==> src/rtl/masked_feeder_pkg.sv <==
// Shared types and constants for the masked share feeder.
// Holds the FSM state type, the PRNG constants and a saturating counter helper.
package masked_feeder_pkg;

  typedef enum logic {
    WAIT_SEED = 1'b0,
    RUN       = 1'b1
  } feeder_state_e;

  localparam int          LFSR_W_DEF    = 32;
  // Fibonacci taps 32,22,2,1 as a bit mask over the state word.
  localparam logic [31:0] LFSR_TAP_MASK = 32'h8020_0003;
  localparam logic [31:0] ZERO_SEED_SUB = 32'h0000_0001;

  function automatic logic [15:0] sat_inc16(input logic [15:0] v);
    return (v == 16'hFFFF) ? v : v + 16'd1;
  endfunction

endpackage

==> src/rtl/share_lfsr.sv <==
// Fibonacci LFSR that supplies masks and gadget randomness.
// It loads on a seed strobe (never zero) and steps only when told to.
module share_lfsr
  import masked_feeder_pkg::*;
#(
  parameter int LFSR_W = LFSR_W_DEF,
  parameter int OUT_W  = 16
) (
  input  logic              clk,
  input  logic              rst,
  input  logic              load,
  input  logic [LFSR_W-1:0] seed,
  input  logic              step,
  output logic [OUT_W-1:0]  word
);

  localparam logic [LFSR_W-1:0] TAPS = LFSR_W'(LFSR_TAP_MASK);
  localparam logic [LFSR_W-1:0] ONE  = LFSR_W'(ZERO_SEED_SUB);

  logic [LFSR_W-1:0] state;
  logic              feedback;

  assign feedback = ^(state & TAPS);
  assign word     = state[OUT_W-1:0];

  // NOTE: sequential state is updated with <= so every register samples pre-edge values.
  always_ff @(posedge clk) begin
    if (!rst) begin
      state <= ONE;
    end else if (load) begin
      // An all-zero state would lock the LFSR, so a zero seed is replaced.
      state <= (seed == '0) ? ONE : seed;
    end else if (step) begin
      state <= {state[LFSR_W-2:0], feedback};
    end
  end

endmodule

==> src/rtl/masked_share_feeder.sv <==
// Splits unmasked operand pairs into Boolean shares for a two-stage masked AND gadget.
// Keeps the rand words stable across the gadget window and enforces periodic reseeding.
module masked_share_feeder
  import masked_feeder_pkg::*;
#(
  parameter int WIDTH           = 4,   // 4*WIDTH must not exceed LFSR_W
  parameter int LFSR_W          = LFSR_W_DEF,
  parameter int RESEED_INTERVAL = 256
) (
  input  logic              clk,
  input  logic              rst,
  input  logic [LFSR_W-1:0] seed,
  input  logic              seed_valid,
  output logic              reseed_req,
  input  logic [WIDTH-1:0]  in_a,
  input  logic [WIDTH-1:0]  in_b,
  input  logic              in_valid,
  output logic              in_ready,
  output logic [WIDTH-1:0]  a_share0,
  output logic [WIDTH-1:0]  a_share1,
  output logic [WIDTH-1:0]  b_share0,
  output logic [WIDTH-1:0]  b_share1,
  output logic [WIDTH-1:0]  rand0,
  output logic [WIDTH-1:0]  rand1,
  output logic              share_valid,
  output logic              res_valid,
  output logic [15:0]       reseed_count
);

  localparam int          RAND_W   = 4 * WIDTH;
  localparam logic [15:0] INTERVAL = 16'(RESEED_INTERVAL);

  feeder_state_e      state;
  logic               hold;
  logic [15:0]        txn_cnt;
  logic               valid_mid;
  logic               accept;
  logic               seed_load;
  logic [RAND_W-1:0]  rnd;
  logic [WIDTH-1:0]   mask_a;
  logic [WIDTH-1:0]   mask_b;

  assign reseed_req = (state == WAIT_SEED);
  assign in_ready   = (state == RUN) && !hold;
  assign accept     = in_valid && in_ready;
  assign seed_load  = (state == WAIT_SEED) && seed_valid;

  assign mask_a = rnd[WIDTH-1:0];
  assign mask_b = rnd[2*WIDTH-1:WIDTH];

  share_lfsr #(
    .LFSR_W (LFSR_W),
    .OUT_W  (RAND_W)
  ) u_lfsr (
    .clk  (clk),
    .rst  (rst),
    .load (seed_load),
    .seed (seed),
    .step (accept),
    .word (rnd)
  );

  always_ff @(posedge clk) begin
    if (!rst) begin
      state        <= WAIT_SEED;
      hold         <= 1'b0;
      txn_cnt      <= '0;
      reseed_count <= '0;
      a_share0     <= '0;
      a_share1     <= '0;
      b_share0     <= '0;
      b_share1     <= '0;
      rand0        <= '0;
      rand1        <= '0;
      share_valid  <= 1'b0;
      valid_mid    <= 1'b0;
      res_valid    <= 1'b0;
    end else begin
      // res_valid trails share_valid by the gadget's two register stages.
      share_valid <= accept;
      valid_mid   <= share_valid;
      res_valid   <= valid_mid;
      hold        <= accept;

      case (state)
        WAIT_SEED: begin
          if (seed_valid) begin
            reseed_count <= sat_inc16(reseed_count);
            txn_cnt      <= '0;
            state        <= RUN;
          end
        end
        RUN: begin
          if (accept) begin
            // Shares and rand words only move here, so they stay put through the gadget window.
            a_share0 <= in_a ^ mask_a;
            a_share1 <= mask_a;
            b_share0 <= in_b ^ mask_b;
            b_share1 <= mask_b;
            rand0    <= rnd[3*WIDTH-1:2*WIDTH];
            rand1    <= rnd[4*WIDTH-1:3*WIDTH];
            txn_cnt  <= txn_cnt + 16'd1;
            if (txn_cnt + 16'd1 == INTERVAL) begin
              state <= WAIT_SEED;
            end
          end
        end
        default: state <= WAIT_SEED;
      endcase
    end
  end

endmodule

==> config.mk <==
export PLATFORM = sky130hd
export DESIGN_NAME = masked_share_feeder
export DESIGN_NICKNAME = d
export VERILOG_FILES = /design/src/rtl/masked_feeder_pkg.sv /design/src/rtl/share_lfsr.sv /design/src/rtl/masked_share_feeder.sv
export SDC_FILE = /design/constraint.sdc
export NUM_CORES = 1
export LEC_CHECK = 0
export CORE_ASPECT_RATIO = 2
export CORE_MARGIN = 3
export CORE_UTILIZATION = 52
export CTS_CLUSTER_DIAMETER = 50
export DETAILED_ROUTE_END_ITERATION = 7
export PLACE_DENSITY = 0.8
export SETUP_SLACK_MARGIN = 0.02
export SLEW_MARGIN = 0
export SYNTH_ARGS = -nofsm -noshare
export SYNTH_HDL_FRONTEND = slang
export SYNTH_HIERARCHICAL = 1
export SYNTH_SLANG_ARGS = --single-unit
==> constraint.sdc <==
create_clock -name clk -period 2.6 [get_ports clk]
set_clock_uncertainty 0.15 [all_clocks]
set_input_delay 0.52 -clock clk [delete_from_list [all_inputs] [get_ports clk]]
set_output_delay 0.52 -clock clk [all_outputs]
set_load 0.1 [all_outputs]
## Word-level counts from Yosys, hierarchy flattened

Index checks and enable logic that the tools add are counted.

- Register bits: 92
- Bits of input ports: 44
- Output and inout bits: 44
- Word-level logic and storage cells: 43

- Add/sub/neg operators: 2
- Equality and inequality tests: 4
- Multiplexer cells: 10
- Bitwise logic cells: 4
- Reductions and logical operators: 10

Operators with widths:

| kind | count |
|---|---|
| $mux W32 | 3 |
| $add A16 B1 Y16 const B | 2 |
| $logic_not A32 Y1 | 1 |
| $mux W16 | 2 |
| $pmux W16 S2 | 1 |
| $reduce_xor A32 Y1 | 1 |
| $eq A16 B16 Y1 const B | 1 |
| $eq A16 B9 Y1 const B | 1 |
| $xor A4 B4 Y4 | 2 |
| $reduce_and A2 Y1 | 2 |
| $logic_and A1 B1 Y1 | 3 |
| $mux W1 | 3 |
| $reduce_and A3 Y1 | 1 |
| $ne A2 B1 Y1 const B | 1 |
| $ne A2 B2 Y1 const B | 1 |
| $not A1 Y1 | 2 |
| $pmux W1 S2 | 1 |
| $reduce_bool A2 Y1 | 1 |
| $logic_not A1 Y1 | 1 |

## Depth between registers and ports, before layout

Gate-level depths: netlist (run 1).

- Depth in word-level cells: 5
- Gate-level depth with buffers: 10
- Gate-level depth less buffers: 6

## Cells and area by module

The synthesis (run 1) kept the hierarchy.

By module, submodules not included:

| module | instances | cells each | area an instance (sq um) | sequential area each (sq um) |
|---|---|---|---|---|
| masked_share_feeder | 1 | 339 | 2,810.2 | 1,201.2 |
| share_lfsr | 1 | 204 | 1,649.1 | 640.6 |

## Worst setup path before layout (run 1)

No wires, ideal clock.

- Kind: reg2out
- Start: register state (netlist name)
- End: output port in_ready
- Arrival time: 2,143 ps
- Required time: 1,930 ps
- Slack: -213 ps
- Cell stages (with the launch flop): 3
- Path buffers: 0
- Cell sequence: dfxtp_1 -> inv_1 -> nor2_1

RTL lines:

| what | line | text |
|---|---|---|
| to (decl) | masked_share_feeder.sv:18 | `output logic in_ready,` |

## Worst setup path after layout (run 1)

- Start: input port in_valid
- End: register txn_cnt[13]

- Longest elaborated chain between the ends: 3

RTL lines:

| what | line | text |
|---|---|---|
| from (decl) | masked_share_feeder.sv:17 | `input logic in_valid,` |
| $logic_and A1 B1 Y1 | masked_share_feeder.sv:45 | `assign accept = in_valid && in_ready;` |
| $ne A2 B1 Y1 (no source line) | -- |  |
| $reduce_and A2 Y1 (no source line) | -- |  |
| to (signal assigned) | masked_share_feeder.sv:102 | `txn_cnt <= txn_cnt + 16'd1;` |
| to (decl) | masked_share_feeder.sv:35 | `logic [15:0] txn_cnt;` |

Every way passes these cells.
A chain may end at the register's enable or synchronous reset.

==> metrics, run 1 <==
Initial DRC Count 311; Placement Cell Area between 5000 and 6000 µm²; vias in the first global route 3755; Hold WS 0.296 ns; max-cap violation count 0; Syn Area/Cell 8.21 µm²; WL/cell 14.8 µm; clk slew on worst S/H paths about 0.06 ns; outcome complete, no violations; top-area cell type share of the netlist area 0.413; die area around 9800 µm²; Crit Path Class in2reg; post-synthesis sequential element count 92; Max clock buf depth 2; Post-CTS Setup Bufs 0; gr usage total 0.215; Hold-fix buffers, CTS 0; Yosys warning count 6; Min-Delay Path Class reg2reg; R2R setup slack 0.62 ns; Rows 47; vias per inst 5.55; worst r2r path cells 6; clk sinks 92; initial antenna violation count 0; r2r endpoint txn_cnt[12]; f_max a little under 0.5 GHz; power per cell area approximately 590 nW/µm²; H-tree depth 3; final std cells w/o fill 703; vias after detailed routing 3900; cts bufs inserted 9; proportion of synthesized area in mux cells 0.0763; Fin Setup TNS 0 ns; compound-gate portion of the synthesized area 0.141; PostCTS Resize Cnt 0; largest area contributor in the netlist dfxtp_1; VDD IR max between 0.4 and 0.5 mV; pin count of the biggest net entering global routing 66; most frequent cells after synthesis nor2_1, dfxtp_1, nand2_1; Detailed Route WL roughly 10 mm; n_diodes 0; Synth Flop Type dfxtp_1; clock root cell clkbuf_16; Mapped Cells 543; # port buffers 87; final setup fails 0; Residual DRC 0; clk_lat worst skew 0.34 ns; Cells after DPL 688; TritonRoute pass-1 iters 4; most frequent cell after synthesis nor2_1; hold wc startpoint valid_mid; Worst Path Max Fanout 35; Least-Margin Pin Slew 0.572 ns; Final Wtd Congestion ~0.86; Core Area 8290 µm²; headroom to the max-slew limit 0.618; post-synthesis adder-cell area fraction 0.00561; post-synthesis net count 589; Req. time, crit path 2.67 ns; synthesized cell area 4460 µm²; P_leak just over 2 nW; Hold Path Depth 1; sequential fraction of the synthesis area 0.413; final worst path period share 0.781; height of the die 137 µm; CTS tree built; Reg2Reg Launch Point txn_cnt[0]; asr flop ratio synth 0; first-pass GRT wire length about 17 mm; RSZ-0062 raised after global routing no; top cells by area, synth dfxtp_1, nor2_1, mux2i_1; Post-synth EDFFs 0; Slew Viols, Final 0; Netlist cell types 54; Post-DRT Antenna Nets 0; Hold Fails Final Rpt 0; Finished Cell Area around 5500 µm²; Initial Util 0.538; Critical Path Start Type input port; crit path time final 2.03 ns; chip width between 70 and 80 µm; CP Capture Type register; main combinational cell family by area after synthesis simple AND/OR/NAND/NOR gates; worst hold endpoint res_valid; share of cells above drive strength 1 0.140; nets@finish 647; post-detail-place hpwl 7.48 mm; Area Growth Syn to Fin 22.8%; # IOs 88; grt ovf 0; simple logic cell fraction of the synthesized area 0.254; XOR/XNOR Fraction of Synth Area 0.0426; CP arrival 2.10 ns
==> where the power goes <==
group / internal (mW) / total, mW / switching, mW
Sequential: 1.46 / 1.50 / 0.0432
Combinational: 0.182 / 0.493 / 0.310
Clock: 0.746 / 1.26 / 0.510
Total: 2.39 / 3.25 / 0.863
==> stage by stage <==
step / setup slack, ns / utilization / power [mW]
after CTS: 0.581 / 0.660 / 3.28
after global routing: 0.417 / 0.660 / 3.38
after detailed placement: 0.240 / 0.626 / 2.03
after global placement: 0.272 / 0.626 / 2.02
after floorplan: 0.0980 / - / 1.88
final: 0.570 / 0.660 / 3.25
==> cell type report <==
| cell class | instances | area, µm² |
|---|---|---|
| fillers | 709 | 2820 |
| multi-input cells | 394 | 2320 |
| flip-flops and latches | 92 | 1840 |
| repair buffers | 95 | 871 |
| clock buffers | 14 | 284 |
| well taps | 98 | 123 |
| inverters | 9 | 33.8 |
| clock inverters | 1 | 5.00 |
==> placed cells by master (no fill, tap or decap), types with 2 or more instances in the layout <==
master and n:
a211oi_1 10, a21oi_1 59, a311oi_1 6, a31oi_1 5, and2_1 4, and4_1 2
buf_12 4, buf_4 48, clkbuf_16 9, clkbuf_8 4, clkdlybuf4s50_1 43, dfxtp_1 91
ha_1 2, inv_1 7, mux2i_1 34, nand2_1 61, nand3_1 13, nand3_2 2
nand3b_1 2, nand4_1 5, nor2_1 104, nor2_2 2, nor3_1 7, nor4_1 13
o211a_1 3, o21a_1 2, o21ai_0 10, or3_1 2, or3_4 2, or4_1 2
xnor2_1 19
==> worst max-delay path by stage <==
stage                          startpoint                to  slack, ns  cells after the start
after floorplan           reseed_count[0]  reseed_count[14]        0.1                      6
after global placement         seed_valid  reseed_count[14]       0.27                      6
after detailed placement       seed_valid   reseed_count[7]       0.24                      6
after CTS                        in_valid   u_lfsr/state[0]       0.58                      7
after global routing           txn_cnt[3]             state       0.42                      5
final                            in_valid       txn_cnt[13]       0.57                      7
==> cell families (layout without fill, tap and decap cells) <==
group,after synthesis,in the layout
XOR/XNOR,20,20
AND/OR/NAND/NOR,234,234
buffers and inverters,57,119
AO/OA/AOI/OAI,104,104
flip-flops,92,92
multiplexers,34,34
adder cells (fa/ha/maj),2,2
==> sequential cells by signal (all words and copies together) (netlist names) <==
register and count:
txn_cnt 16, valid_mid 1, reseed_count 16, a_share0 4, b_share1 4, state 1
b_share0 4, rand0 4, u_lfsr/state 32, rand1 4, a_share1 4, hold 1
res_valid 1
==> per-layer routing <==
metal / vias up / track usage / routed length, µm
li1: 1982 / - / -
met1: 1809 / 0.223 / 3820
met2: 92 / 0.403 / 5830
met3: 17 / 0.0478 / 503
met4: 0 / 0.0889 / 216
met5: - / 0 / 0
==> critical path: stages <==
cell and delay (ns):
clkdlybuf4s50_1 0.46, nand3b_1 0.15, buf_12 0.22, nand2_1 0.32
o21ai_0 0.16, a22oi_1 0.21, nor2_1 0.05
Note: power is estimated with default switching activity, not from simulation.
==> run 2, diff against run 1 <==
--- a/config.mk
+++ b/config.mk
@@ -7,10 +7,10 @@
 export LEC_CHECK = 0
 export CORE_ASPECT_RATIO = 2
 export CORE_MARGIN = 3
-export CORE_UTILIZATION = 52
+export CORE_UTILIZATION = 47
 export CTS_CLUSTER_DIAMETER = 50
 export DETAILED_ROUTE_END_ITERATION = 7
-export PLACE_DENSITY = 0.8
+export PLACE_DENSITY = 0.77
 export SETUP_SLACK_MARGIN = 0.02
 export SLEW_MARGIN = 0
 export SYNTH_ARGS = -nofsm -noshare
==> constraint.sdc (replaced) <==
create_clock -name clk -period 1.7 [get_ports clk]
set_clock_uncertainty 0.15 [all_clocks]
set_input_delay 0.34 -clock clk [delete_from_list [all_inputs] [get_ports clk]]
set_output_delay 0.34 -clock clk [all_outputs]
set_load 0.1 [all_outputs]
==> metrics, run 2 (synthesis gave the netlist of run 1 again) <==
outcome finished, violations left; failing checks setup timing; CP max stage cell dfxtp_2; WP buf/inv 0 (-2); VDD IR max 0.654 mV (+42%); Req. time, crit path 1.77 ns (-0.90 ns); setup ws final -0.163 ns (-0.734 ns); Initial DRC Count 540 (+74%); Critical Path Start Type register; Hold Fails Final Rpt 0 (unchanged); post-detail-place hpwl 8.89 mm (+19%); clk slew on worst S/H paths 0.07 ns (about the same); pin count of the biggest net entering global routing 42 (-36%); CP endpoint state; Max clock buf depth 2 (unchanged); H-tree depth 3 (unchanged); Min-Delay Path Class reg2reg; Hold-fix buffers, CTS 0 (unchanged); Finished Cell Area 7160 µm² (+31%); Crit Path Class reg2reg; chip width 74.9 µm (+4.7%); commonest non-fill, non-tap cell in the layout nor2_1; Residual DRC 0 (unchanged); clock root cell clkbuf_16; r2r endpoint state; TritonRoute pass-1 iters 5 (+1); power per cell area 747 nW/µm² (+26%); Least-Margin Pin Slew 0.378 ns (-0.194 ns); worst r2r path cells 5 (-1); Crit path depth 5 (-2); RSZ-0062 raised after global routing yes; Core Area 9140 µm² (+10%); CP arrival 1.93 ns (-0.17 ns); cts bufs inserted 9 (unchanged); f_max 0.537 GHz; vias per inst 6.15 (+11%); height of the die 144 µm (+5.0%); clk sinks 92 (unchanged); most frequent cells in the layout nor2_1, buf_4, dfxtp_1; Initial Util 0.488 (-0.0496); grt ovf 0 (unchanged); Area Growth Syn to Fin 60.7%; P_leak 2.78 nW (+35%); Post-DRT Antenna Nets 0 (unchanged); Worst path max stage delay 0.40 ns (-0.06 ns); vias after detailed routing 4907 (+26%); # port buffers 87 (unchanged); max-cap violation count 0 (unchanged); clk_lat worst skew 0.35 ns (about the same); Power Total 5.35 mW (+65%); crit path time final 1.86 ns; nets@finish 737 (+14%); pre-CTS WS -0.423 ns (-0.663 ns); CTS tree built; CP Cell Sequence nand4_4 -> nor4_4 -> nand3_1 -> a2111oi_2 -> a31oi_1; gr usage total 0.251 (+0.0367); Final Wtd Congestion 0.814 (-5.4%); # IOs 88 (unchanged); R2R setup slack -0.16 ns (-0.78 ns); largest register by flop count u_lfsr/state; Slew Viols, Final 0 (unchanged); CP Capture Type register; Regs by FF count u_lfsr/state: 32 flops, reseed_count: 16 flops, txn_cnt: 16 flops; final worst path period share 1.10; WL/cell 20.7 µm (+40%); Detailed Route WL 16.5 mm (+59%); final setup fails 23 (+23); Placement Cell Area 6270 µm² (+21%); max FFs per register 32 (unchanged); die area 10800 µm² (+9.9%); top cell family by delay on the critical path simple AND/OR/NAND/NOR gates; initial antenna violation count 1 (+1); vias in the first global route 4562 (+21%); Worst Path Max Fanout 6 (-83%); CP startpoint txn_cnt[6]; share of cells above drive strength 1 0.338 (+0.198); first-pass GRT wire length 20.9 mm (+24%); headroom to the max-slew limit 0.745 (+0.127); Reg2Reg Launch Point txn_cnt[6]; Rows 49 (+4.3%)
## run 2: cell types whose count changed in the layout (fill, tap and decap cells not counted), moves of 4 or more
cell and change:
a211oi_1 -4, nor4_1 -5, a21oi_1 -4, dfxtp_2 +4, a21oi_2 +4, buf_4 +33
buf_6 +8, o21ai_0 -4, dfxtp_1 -25, o21ai_1 +4, nor3_1 -5, dfxtp_4 +21
buf_12 +43
## run 2: worst register-to-register path: stages, from the launching register on
cell,delay [ns]
dfxtp_2,0.40
nand4_4,0.19
nor4_4,0.31
nand3_1,0.15
a2111oi_2,0.38
a31oi_1,0.14
## run 2: how the worst min path moves through the flow
stage	endpoint	cells after the start	slack, ns	from
4_1_cts	res_valid	1	0.32	valid_mid
3_3_place_gp	res_valid	1	0.27	valid_mid
2_1_floorplan	res_valid	1	0.26	valid_mid
3_5_place_dp	res_valid	1	0.30	valid_mid
5_1_grt	rand0[2]	2	0.34	u_lfsr/state[10]
6_report	rand0[2]	2	0.32	u_lfsr/state[10]
## run 2: final cells by class
type	instances	area, µm²
multi-input cells	394	2590
repair buffers	184	2180
fillers	533	1970
flip-flops and latches	92	1930
clock buffers	11	243
well taps	102	128
clock inverters	4	51.3
inverters	9	40.0
repair inverters	1	6.26
diodes	1	2.50
## run 2: per-layer routing
metal | wire length [µm] | track usage | vias to the layer above
li1 | - | - | 2167
met1 | 5150 | 0.242 | 2327
met2 | 9170 | 0.463 | 309
met3 | 1010 | 0.0476 | 104
met4 | 1170 | 0.159 | 0
met5 | 0 | 0 | -
## run 2: repair_timing
item                                    CTS  global route
pin swaps                                 4            25
resized for setup                        19            51
cloned                                    0             5
buffers inserted                          6            26
endpoints found under the setup margin   18            64
## run 2: per-stage QoR
stage	hold slack (ns)	std cells	setup TNS, ns	utilization
CTS	0.317	766	0	0.731
global placement	0.269	745	-18.19	0.686
finish	0.316	798	-0.843	0.784
global route	0.342	798	-2.37	0.784
detailed placement	0.302	745	-20.57	0.686
floorplan	0.262	543	-13.50	-
## run 2: report_power, final
group | internal [mW] | leakage [nW] | switching [mW]
Clock | 1.17 | 0.142 | 0.864
Combinational | 0.453 | 1.88 | 0.571
Sequential | 2.20 | 0.767 | 0.0836
